$ cat src/rtl/lz77_pkg.sv
// Shared sizing, FSM state encoding and token layout for the LZ77 search controller.
package lz77_pkg;
  localparam int SEARCH_LEN = 9;                 // window depth, offsets 0..SEARCH_LEN-1
  localparam int LOOK_LEN   = 8;                 // lookahead depth, max match LOOK_LEN-1
  localparam int OFF_W      = 4;
  localparam int LEN_W      = 3;
  localparam int CNT_W      = 4;                 // search_cnt / look_cnt width
  localparam int LA_W       = $clog2(LOOK_LEN);  // lookahead index width

  typedef enum logic [2:0] {
    S_IDLE, S_FILL, S_SEARCH, S_EMIT, S_SHIFT, S_DONE
  } state_t;

  typedef struct packed {
    logic [OFF_W-1:0] offset;
    logic [LEN_W-1:0] len;
    logic [7:0]       ch;
  } tok_t;
endpackage

$ cat src/rtl/lz77_match_len.sv
// Combinational match length for one candidate offset.
// Offset o starts at window[o] (window[0] is the newest character) and walks
// forward in time; once it passes window[0] it continues into the lookahead,
// which is how overlapping matches are found. Ineligible offsets give 0.
module lz77_match_len
  import lz77_pkg::*;
(
  input  logic [SEARCH_LEN-1:0][7:0] win,
  input  logic [LOOK_LEN-1:0][7:0]   look,
  input  logic [CNT_W-1:0]           search_cnt,
  input  logic [CNT_W-1:0]           look_cnt,
  input  logic [LEN_W-1:0]           cap,
  input  logic [OFF_W-1:0]           offset,
  output logic [LEN_W-1:0]           len
);
  logic             run;
  logic [7:0]       src;
  logic [OFF_W-1:0] widx;
  logic [LA_W-1:0]  lidx;

  // Count leading matching characters, stopping at the first miss or the cap.
  always_comb begin
    len  = '0;
    run  = (offset < search_cnt);
    src  = '0;
    widx = '0;
    lidx = '0;
    for (int k = 0; k < LOOK_LEN-1; k++) begin
      widx = offset - OFF_W'(k);
      lidx = LA_W'(k) - LA_W'(offset) - LA_W'(1);
      src  = (OFF_W'(k) <= offset) ? win[widx] : look[lidx];
      if (run && (LEN_W'(k) < cap) && (CNT_W'(k) < look_cnt) && (src == look[k]))
        len = len + LEN_W'(1);
      else
        run = 1'b0;
    end
  end
endmodule

$ cat src/rtl/lz77_search_ctrl.sv
// LZ77 search controller: fills the lookahead, scans one offset per cycle,
// emits (offset, len, char) tokens and slides the window len+1 positions.
// Build option: define LZ77_EARLY_EXIT_EN to leave SEARCH as soon as the best
// match reaches the length cap (same tokens, fewer cycles).
module lz77_search_ctrl
  import lz77_pkg::*;
(
  input  logic             clk,
  input  logic             reset,
  input  logic             start,
  input  logic             in_valid,
  input  logic [7:0]       in_char,
  input  logic             in_last,
  output logic             in_ready,
  output logic             tok_valid,
  input  logic             tok_ready,
  output logic [OFF_W-1:0] tok_offset,
  output logic [LEN_W-1:0] tok_len,
  output logic [7:0]       tok_char,
  output logic             done
);
  state_t                   state, state_nxt;
  logic [SEARCH_LEN-1:0][7:0] win;
  logic [LOOK_LEN-1:0][7:0]   look;
  logic [CNT_W-1:0]         search_cnt, look_cnt, look_after, lc_m1, shift_left;
  logic                     ended;
  logic [OFF_W-1:0]         srch_idx, best_off, nb_off;
  logic [LEN_W-1:0]         best_len, nb_len, cand_len, cap;
  logic                     accept, search_last, shift_step, shift_fin;
  tok_t                     tok_q;

  lz77_match_len u_match (
    .win        (win),
    .look       (look),
    .search_cnt (search_cnt),
    .look_cnt   (look_cnt),
    .cap        (cap),
    .offset     (srch_idx),
    .len        (cand_len)
  );

  assign lc_m1  = look_cnt - CNT_W'(1);
  assign cap    = (lc_m1 > CNT_W'(LOOK_LEN-1)) ? LEN_W'(LOOK_LEN-1) : lc_m1[LEN_W-1:0];
  // strict greater-than keeps the smallest offset on ties
  assign nb_len = (cand_len > best_len) ? cand_len : best_len;
  assign nb_off = (cand_len > best_len) ? srch_idx : best_off;
`ifdef LZ77_EARLY_EXIT_EN
  assign search_last = (srch_idx == OFF_W'(SEARCH_LEN-1)) || (nb_len == cap);
`else
  assign search_last = (srch_idx == OFF_W'(SEARCH_LEN-1));
`endif
  assign accept     = in_valid && in_ready;
  // a refill shift needs a character; a drain shift does not
  assign shift_step = (state == S_SHIFT) && (ended || in_valid);
  assign shift_fin  = shift_step && (shift_left == CNT_W'(1));
  assign look_after = ended ? look_cnt - CNT_W'(1) : look_cnt;

  assign tok_offset = tok_q.offset;
  assign tok_len    = tok_q.len;
  assign tok_char   = tok_q.ch;

  // State register.
  always_ff @(posedge clk) begin
    if (!reset) state <= S_IDLE;
    else        state <= state_nxt;
  end

  // Next-state and handshake outputs.
  always_comb begin
    state_nxt = state;
    in_ready  = 1'b0;
    tok_valid = 1'b0;
    done      = 1'b0;
    unique case (state)
      S_IDLE:   if (start) state_nxt = S_FILL;
      S_FILL: begin
        in_ready = (look_cnt < CNT_W'(LOOK_LEN)) && !ended;
        if ((look_cnt == CNT_W'(LOOK_LEN)) || ended) state_nxt = S_SEARCH;
      end
      S_SEARCH: if (search_last) state_nxt = S_EMIT;
      S_EMIT: begin
        tok_valid = 1'b1;
        if (tok_ready) state_nxt = S_SHIFT;
      end
      S_SHIFT: begin
        in_ready = !ended;
        if (shift_fin) state_nxt = (look_after == '0) ? S_DONE : S_SEARCH;
      end
      S_DONE: begin
        done      = 1'b1;
        state_nxt = S_IDLE;
      end
      default: state_nxt = S_IDLE;
    endcase
  end

  // Buffers, counters, best-match tracking and the token register.
  always_ff @(posedge clk) begin
    if (!reset) begin
      win        <= '0;
      look       <= '0;
      search_cnt <= '0;
      look_cnt   <= '0;
      ended      <= 1'b0;
      srch_idx   <= '0;
      best_off   <= '0;
      best_len   <= '0;
      shift_left <= '0;
      tok_q      <= '0;
    end else begin
      unique case (state)
        S_IDLE: if (start) begin
          search_cnt <= '0;
          look_cnt   <= '0;
          ended      <= 1'b0;
        end
        S_FILL: if (accept) begin
          look[look_cnt[LA_W-1:0]] <= in_char;
          look_cnt <= look_cnt + CNT_W'(1);
          if (in_last) ended <= 1'b1;
        end
        S_SEARCH: begin
          srch_idx <= srch_idx + OFF_W'(1);
          best_off <= nb_off;
          best_len <= nb_len;
          if (search_last) begin
            tok_q      <= '{offset: nb_off, len: nb_len, ch: look[nb_len]};
            shift_left <= CNT_W'(nb_len) + CNT_W'(1);
          end
        end
        S_SHIFT: if (shift_step) begin
          win        <= {win[SEARCH_LEN-2:0], look[0]};
          search_cnt <= (search_cnt == CNT_W'(SEARCH_LEN)) ? search_cnt : search_cnt + CNT_W'(1);
          look       <= {(ended ? 8'h00 : in_char), look[LOOK_LEN-1:1]};
          look_cnt   <= look_after;
          shift_left <= shift_left - CNT_W'(1);
          if (!ended && in_last) ended <= 1'b1;
        end
        default: ;
      endcase
      // fresh scan on every entry to SEARCH
      if ((state != S_SEARCH) && (state_nxt == S_SEARCH)) begin
        srch_idx <= '0;
        best_off <= '0;
        best_len <= '0;
      end
    end
  end
endmodule

$ cat config.mk
export PLATFORM = sky130hd
export DESIGN_NAME = lz77_search_ctrl
export DESIGN_NICKNAME = d
export VERILOG_FILES = /design/src/rtl/lz77_pkg.sv /design/src/rtl/lz77_match_len.sv /design/src/rtl/lz77_search_ctrl.sv
export SDC_FILE = /design/constraint.sdc
export NUM_CORES = 1
export LEC_CHECK = 0
export ABC_AREA = 1
export CAP_MARGIN = 40
export CORE_UTILIZATION = 35
export CTS_CLUSTER_SIZE = 12
export DETAILED_ROUTE_END_ITERATION = 8
export GPL_ROUTABILITY_DRIVEN = 0
export PLACE_DENSITY = 0.53
export SYNTH_ARGS = -nofsm -noshare
export SYNTH_HDL_FRONTEND = slang
export SYNTH_SLANG_ARGS = --single-unit
$ cat constraint.sdc
create_clock -name clk -period 15.4 [get_ports clk]
set_input_delay 3.85 -clock clk [delete_from_list [all_inputs] [get_ports clk]]
set_output_delay 3.85 -clock clk [all_outputs]
set_load 0.03 [all_outputs]
After elaboration in Yosys (flattened, before gate mapping):

Cells that the tools add are included.

* multiplexer cells: 87
* add/sub/neg operators: 32
* order comparisons: 42
* equal/unequal tests: 25
* bitwise gates (word level): 1
* reductions and logical operators: 45

Operators with widths (count)
* 8-bit binary-select mux with 4-bit select: 7
* 8-bit binary-select mux with 3-bit select: 8
* 8-bit 2-to-1 mux: 24
* 64-bit 2-to-1 mux: 2
* 64-bit one-hot mux with 2 select lines: 1
* 64-bit bitwise mux: 1
* 8-bit equality test: 7
* 3-bit 2-to-1 mux: 14
* 3-bit by 4-bit < comparator with 1-bit output (second input constant): 9
* 4-bit 2-to-1 mux: 9
* 4-bit by 5-bit < comparator with 1-bit output (second input constant): 7
* 1-bit logical AND: 28
* 8-bit demux with 3-bit select: 1
* 3-bit by 1-bit subtractor with 3-bit output (second input constant): 7
* 4-bit one-hot mux with 2 select lines: 2
* 3-bit by 1-bit adder with 3-bit output (second input constant): 5
* 3-bit one-hot mux with 5 select lines: 1
* 1-bit 2-to-1 mux: 14
* 4-bit by 1-bit adder with 4-bit output (second input constant): 3
* 4-bit equality test (second input constant): 3
* 3-bit by 4-bit less-or-equal comparator with 1-bit output (first input constant): 3
* 3-bit by 4-bit < comparator with 1-bit output (first input constant): 3
* 2-bit inequality test (second input constant): 6
* 4-bit one-hot mux with 3 select lines: 1
* other kinds (40): 66

* bits in registers: 178

Longest topological paths before layout:

* depth in word-level cells: 37
* depth in mapped cells: 54

Hierarchy:

From an unflattened synthesis, not the netlist that was laid out.

* cell total of the unflattened synthesis: 2935
* area, all modules: 16079.2 µm²

Modules (own cells, without submodules)
* lz77_search_ctrl: sequential area each 3563.4 µm², area each 8359.3 µm², times used 1, cells each 1273
* lz77_match_len: sequential area each 0.0 µm², area each 7719.9 µm², times used 1, cells each 1662

Worst setup path before layout:

Ideal clock, no wire load.

* path type: reg-to-reg
* start: register srch_idx[1]
* end: register shift_left[1]
* arrival time: 6.887 ns
* required time: 15.264 ns
* clock period less this slack: 7.024 ns
* cell stages (with the launch flop): 47
* setup time: 0.136 ns
* path buffers: 6
* slack: 8.376 ns
* cell sequence: dfxtp_1 > buf_2 > inv_2 > buf_2 > buf_2 > buf_2 > ha_1 > inv_2 > buf_1 > nand3_1 > nand2_1 > nand2_1 > nand3_1 > nand3_1 > nand3_1 > nand3_1 > nor2_1 > nand3_1 > (+11 left out) > a31oi_1 > ha_1 > nand2_1 > nand2_1 > ha_1 > a21o_1 > nand3_1 > xor2_1 > inv_1 > ha_1 > a21oi_1 > nand2_8 > nand3_1 > nand2_4 > buf_6 > ha_1 > a211oi_1 > a211oi_1

* longest elaborated chain between the ends: 37

RTL lines
* from (decl): line lz77_search_ctrl.sv:27 `logic [OFF_W-1:0] srch_idx, best_off, nb_off;`
* from (signal assigned): line lz77_search_ctrl.sv:123 `srch_idx <= srch_idx + OFF_W'(1);`
* parallel branches: the longest is 31 deep, another holds 1-bit by 3-bit subtractor with 3-bit output
* 3-bit 2-to-1 mux *: line lz77_match_len.sv:32 `if (run && (LEN_W'(k) < cap) && (CNT_W'(k) < look_cnt) && (src == look[k]))`
* 3-bit greater-than comparator: line lz77_search_ctrl.sv:45 `assign nb_len = (cand_len > best_len) ? cand_len : best_len;`
* 3-bit 2-to-1 mux *: line lz77_search_ctrl.sv:45
* named net nb_len[1]: line lz77_search_ctrl.sv:28 `logic [LEN_W-1:0] best_len, nb_len, cand_len, cap;`
* 3-bit by 1-bit adder with 4-bit output *: line lz77_search_ctrl.sv:128 `shift_left <= CNT_W'(nb_len) + CNT_W'(1);`
* 4-bit 2-to-1 mux *: line lz77_search_ctrl.sv:126 `if (search_last) begin`
* 4-bit one-hot mux with 2 select lines *: line lz77_search_ctrl.sv:111 `unique case (state)`
* to (signal assigned): line lz77_search_ctrl.sv:128
* to (signal assigned): line lz77_search_ctrl.sv:136 `shift_left <= shift_left - CNT_W'(1);`
* to (decl): line lz77_search_ctrl.sv:25 `logic [CNT_W-1:0] search_cnt, look_cnt, look_after, lc_m1, shift_left;`

Mark *: on every way through the listed nets, which the timed path passes. The select of a mux whose other input is x is not followed.
A chain may end at the register's enable or synchronous reset.

Worst setup path in the final report:

* start: register srch_idx[0]
* end: register shift_left[1]

* longest elaborated chain between the ends: 37

RTL lines
* parallel branches: the longest is 37 deep, another holds 1-bit by 3-bit subtractor with 3-bit output

Parallel ways; which one is timed is not known. The select of a mux whose other input is x is not followed.

==> flow_metrics.tcl <==
set metrics [dict create \
    path_max_fanout 78 \
    synth-seq-cells 178 \
    synth_edf_count 0 \
    grt_pass1_wl_um 92140 \
    worstPathArrival_ns 9.90 \
    fin_crit_sh_pct 62.10 \
    cts_tree "done" \
    finalHoldViolCount 0 \
    ys.flop_type "dfxtp_1" \
    r2r_slack_ns 5.84 \
    core_sq_mm 0.04298 \
    seqPwrFrac_pct 32.6 \
    rsz0062_at_grt "false" \
    rows 76 \
    setup_viol 0 \
    top_register "win" \
    power.switching_mw 0.6665 \
    worst-path-buf-inv 6 \
    path_class "reg2reg" \
    final_area_sq_mm 0.01634 \
    swShare_pct 43.49 \
    hold_start "win[50]" \
    totalWireLength_um 59980 \
    p_clk_share_pct 28.5 \
    syn-num-nets 2642 \
    crit_start "srch_idx[0]" \
    hp-class "reg2reg" \
    drtAntennaViolNets 0 \
    peakVddDrop_mv 0.05475 \
    synthCells 2598 \
    cts.htree.levels 4 \
    grt_max_degree 80 \
    drt-initial-drc-count 1744 \
    async_flop_share_pct 0 \
    worstSetupStartpointType "flip-flop" \
    cp_slowest_cell "dfxtp_4" \
    power_density_mw_per_mm2 93.76 \
    dp.final_hpwl_um 43670 \
    crit_cells 40 \
    dieArea_sq_mm 0.04441 \
    post-route-min-period_ns 9.564 \
    numCtsBuffers 17 \
    fin_worst_skew_ns 0.02256 \
    track_usage_pct 26.99 \
    avgViaCountPerCell 5.642 \
    clockRootBuffer "clkbuf_16" \
    max_slew_margin_pct 28.91 \
    clock.fmax_mhz 104.6 \
    r2r_start "srch_idx[0]" \
    layout.nets 2562 \
    path_delay_family "simple AND/OR/NAND/NOR gates" \
    hold_end "win[50]" \
    hold_path_depth 2 \
    antenna_found_initial 0 \
    max-cap-violations 0 \
    synth_warnings 0 \
    clock_sinks 178 \
    syn_area_per_cell_sq_um 5.870 \
    regArea_sq_mm 0.003572 \
    status "complete, no violations" \
    comb_power_share_pct 38.9 \
    area_growth_pct 7.170 \
    mostFrequentLayoutCell "nand2_1" \
    rr_endpoint "shift_left[1]" \
    die_y_um 210.7 \
    slowest_delay_ns 0.89 \
    yosys.area.top_type "dfxtp_1" \
    gr-total-overflow 0 \
    final_cell_mix "nand2_1 (762), nand3_1 (441), nor2_1 (211), o21ai_0 (185)" \
    first_global_vias 15930 \
    synth_top_cell_area_share_pct 23.37 \
    tns_ns 0 \
    cts_hold_buf 0 \
    drive_gt1_share_pct 5.452 \
    power.leakage_nw 7.128 \
    cts_setup_buffers 0 \
    cp_common_cell "nand2_1" \
    io_pins 32 \
    io_buffers 31 \
    syn_area_sq_mm 0.01525 \
    num-fill-cells 4785 \
    multi_input_area_sq_mm 0.01015 \
    crit_required_ns 15.73 \
    clk_pin_slew_ns 0.08 \
    slew_violations 0 \
    synthDistinctLibCells 52 \
    post_cts_resized 0 \
    drc 0 \
    ys_seq_area_share_pct 23.37 \
    initial_core_util_pct 35.48 \
    cts_max_path_buffers 2 \
    wl_per_cell_um 19.25 \
    placed_area_sq_mm 0.01579 \
    p_int_mw 0.8660 \
    worstSetupEndpointType "flip-flop" \
    clock_latency_ns 0.49 \
    worstMarginPinSlew_ns 1.066 \
    largest_reg_flops 72 \
    vias 17580 \
    rr_worst_depth 40 \
    die_x_um 210.7 \
    synth_area_leaders "dfxtp_1 (23%), nand2_1 (19%), nand3_1 (14%), o21ai_0 (6.1%), a211oi_1 (5.5%)" \
    n_antenna_cell 0 \
    dr.pass1.iters 6 \
]
## worst max-delay path by stage
stage               slack, ns             to
finish                   5.84  shift_left[1]
detailed placement       5.93  shift_left[1]
CTS                      5.93  shift_left[1]
global placement         6.05  shift_left[1]
floorplan                8.38  shift_left[1]
global route             5.07  shift_left[1]
## through the flow
step	std cells	utilization (%)	hold slack, ns	power (mW)	setup slack (ns)
after global routing	3116	38.03	0.5367	1.619	5.074
after global placement	3081	36.64	0.4878	1.087	6.046
after CTS	3116	38.03	0.5013	1.526	5.929
after detailed placement	3084	36.74	0.4860	1.091	5.930
after floorplan	2598	-	0.4590	0.9372	8.376
final	3116	38.03	0.4962	1.532	5.836
## power groups by stage
stage               Sequential (mW)  Clock [mW]  Combinational [mW]
floorplan                     0.494           0               0.444
global placement              0.510           0               0.577
detailed placement            0.510           0               0.581
CTS                           0.499       0.444               0.584
global route                  0.501       0.460               0.658
finish                        0.500       0.436               0.597
## cell families (layout without fill, tap and decap cells)
group	Yosys count	count (layout)	synth area share (%)
and+or+nand+nor	1485	1485	41.69
xor gates and xnor gates	31	31	2.100
buffers and inverters	361	294	10.39
AOI/OAI and AO/OA	504	504	19.39
muxes	9	9	0.5907
DFF	178	178	23.37
adders and majority gates	30	30	2.461
## metal layers
metal  wire length (um)  track usage (%)  share of wire (%)
met1              26310            35.79                 44
met4               2009            10.92                3.3
met3               4232            3.702                7.1
met2              27430            43.99                 46
met5                  0                0                  0
## worst reg2reg max path, delay by kind of cell, from the launching register on
family          cells  cell delay, ns
simple gates       20            3.31
fa+ha+maj           8            2.33
buf+inv             6            1.45
compound gates      5            1.18
flops               1            0.89
xor+xnor            1            0.25
## Yosys cell counts, types with 4 or more instances
cell type / count
nand2_1: 762
nand3_1: 441
nor2_1: 213
o21ai_0: 185
dfxtp_1: 178
inv_1: 176
a211oi_1: 111
a21oi_1: 109
clkbuf_1: 79
buf_2: 50
ha_1: 30
o21ai_1: 30
o211ai_1: 25
xor2_1: 24
nor3_1: 22
buf_4: 18
o22ai_1: 16
inv_2: 14
buf_6: 13
mux2i_1: 9
o31ai_1: 8
buf_1: 7
nand2_2: 7
nand3_2: 7
nand4_1: 6
or2_2: 6
a31oi_1: 5
nand2_4: 5
nor2_2: 4
nor3_2: 4
o21bai_1: 4
xor2_2: 4
## cell type report
type	instances	share of cell area, %
clock buffers	18	2.687
multi-input cells	2059	62.11
well taps	585	4.478
clock inverters	14	0.7043
inverters	193	4.440
flip-flops and latches	178	21.86
repair buffers	69	3.728
(Power assumes the default switching activity.)
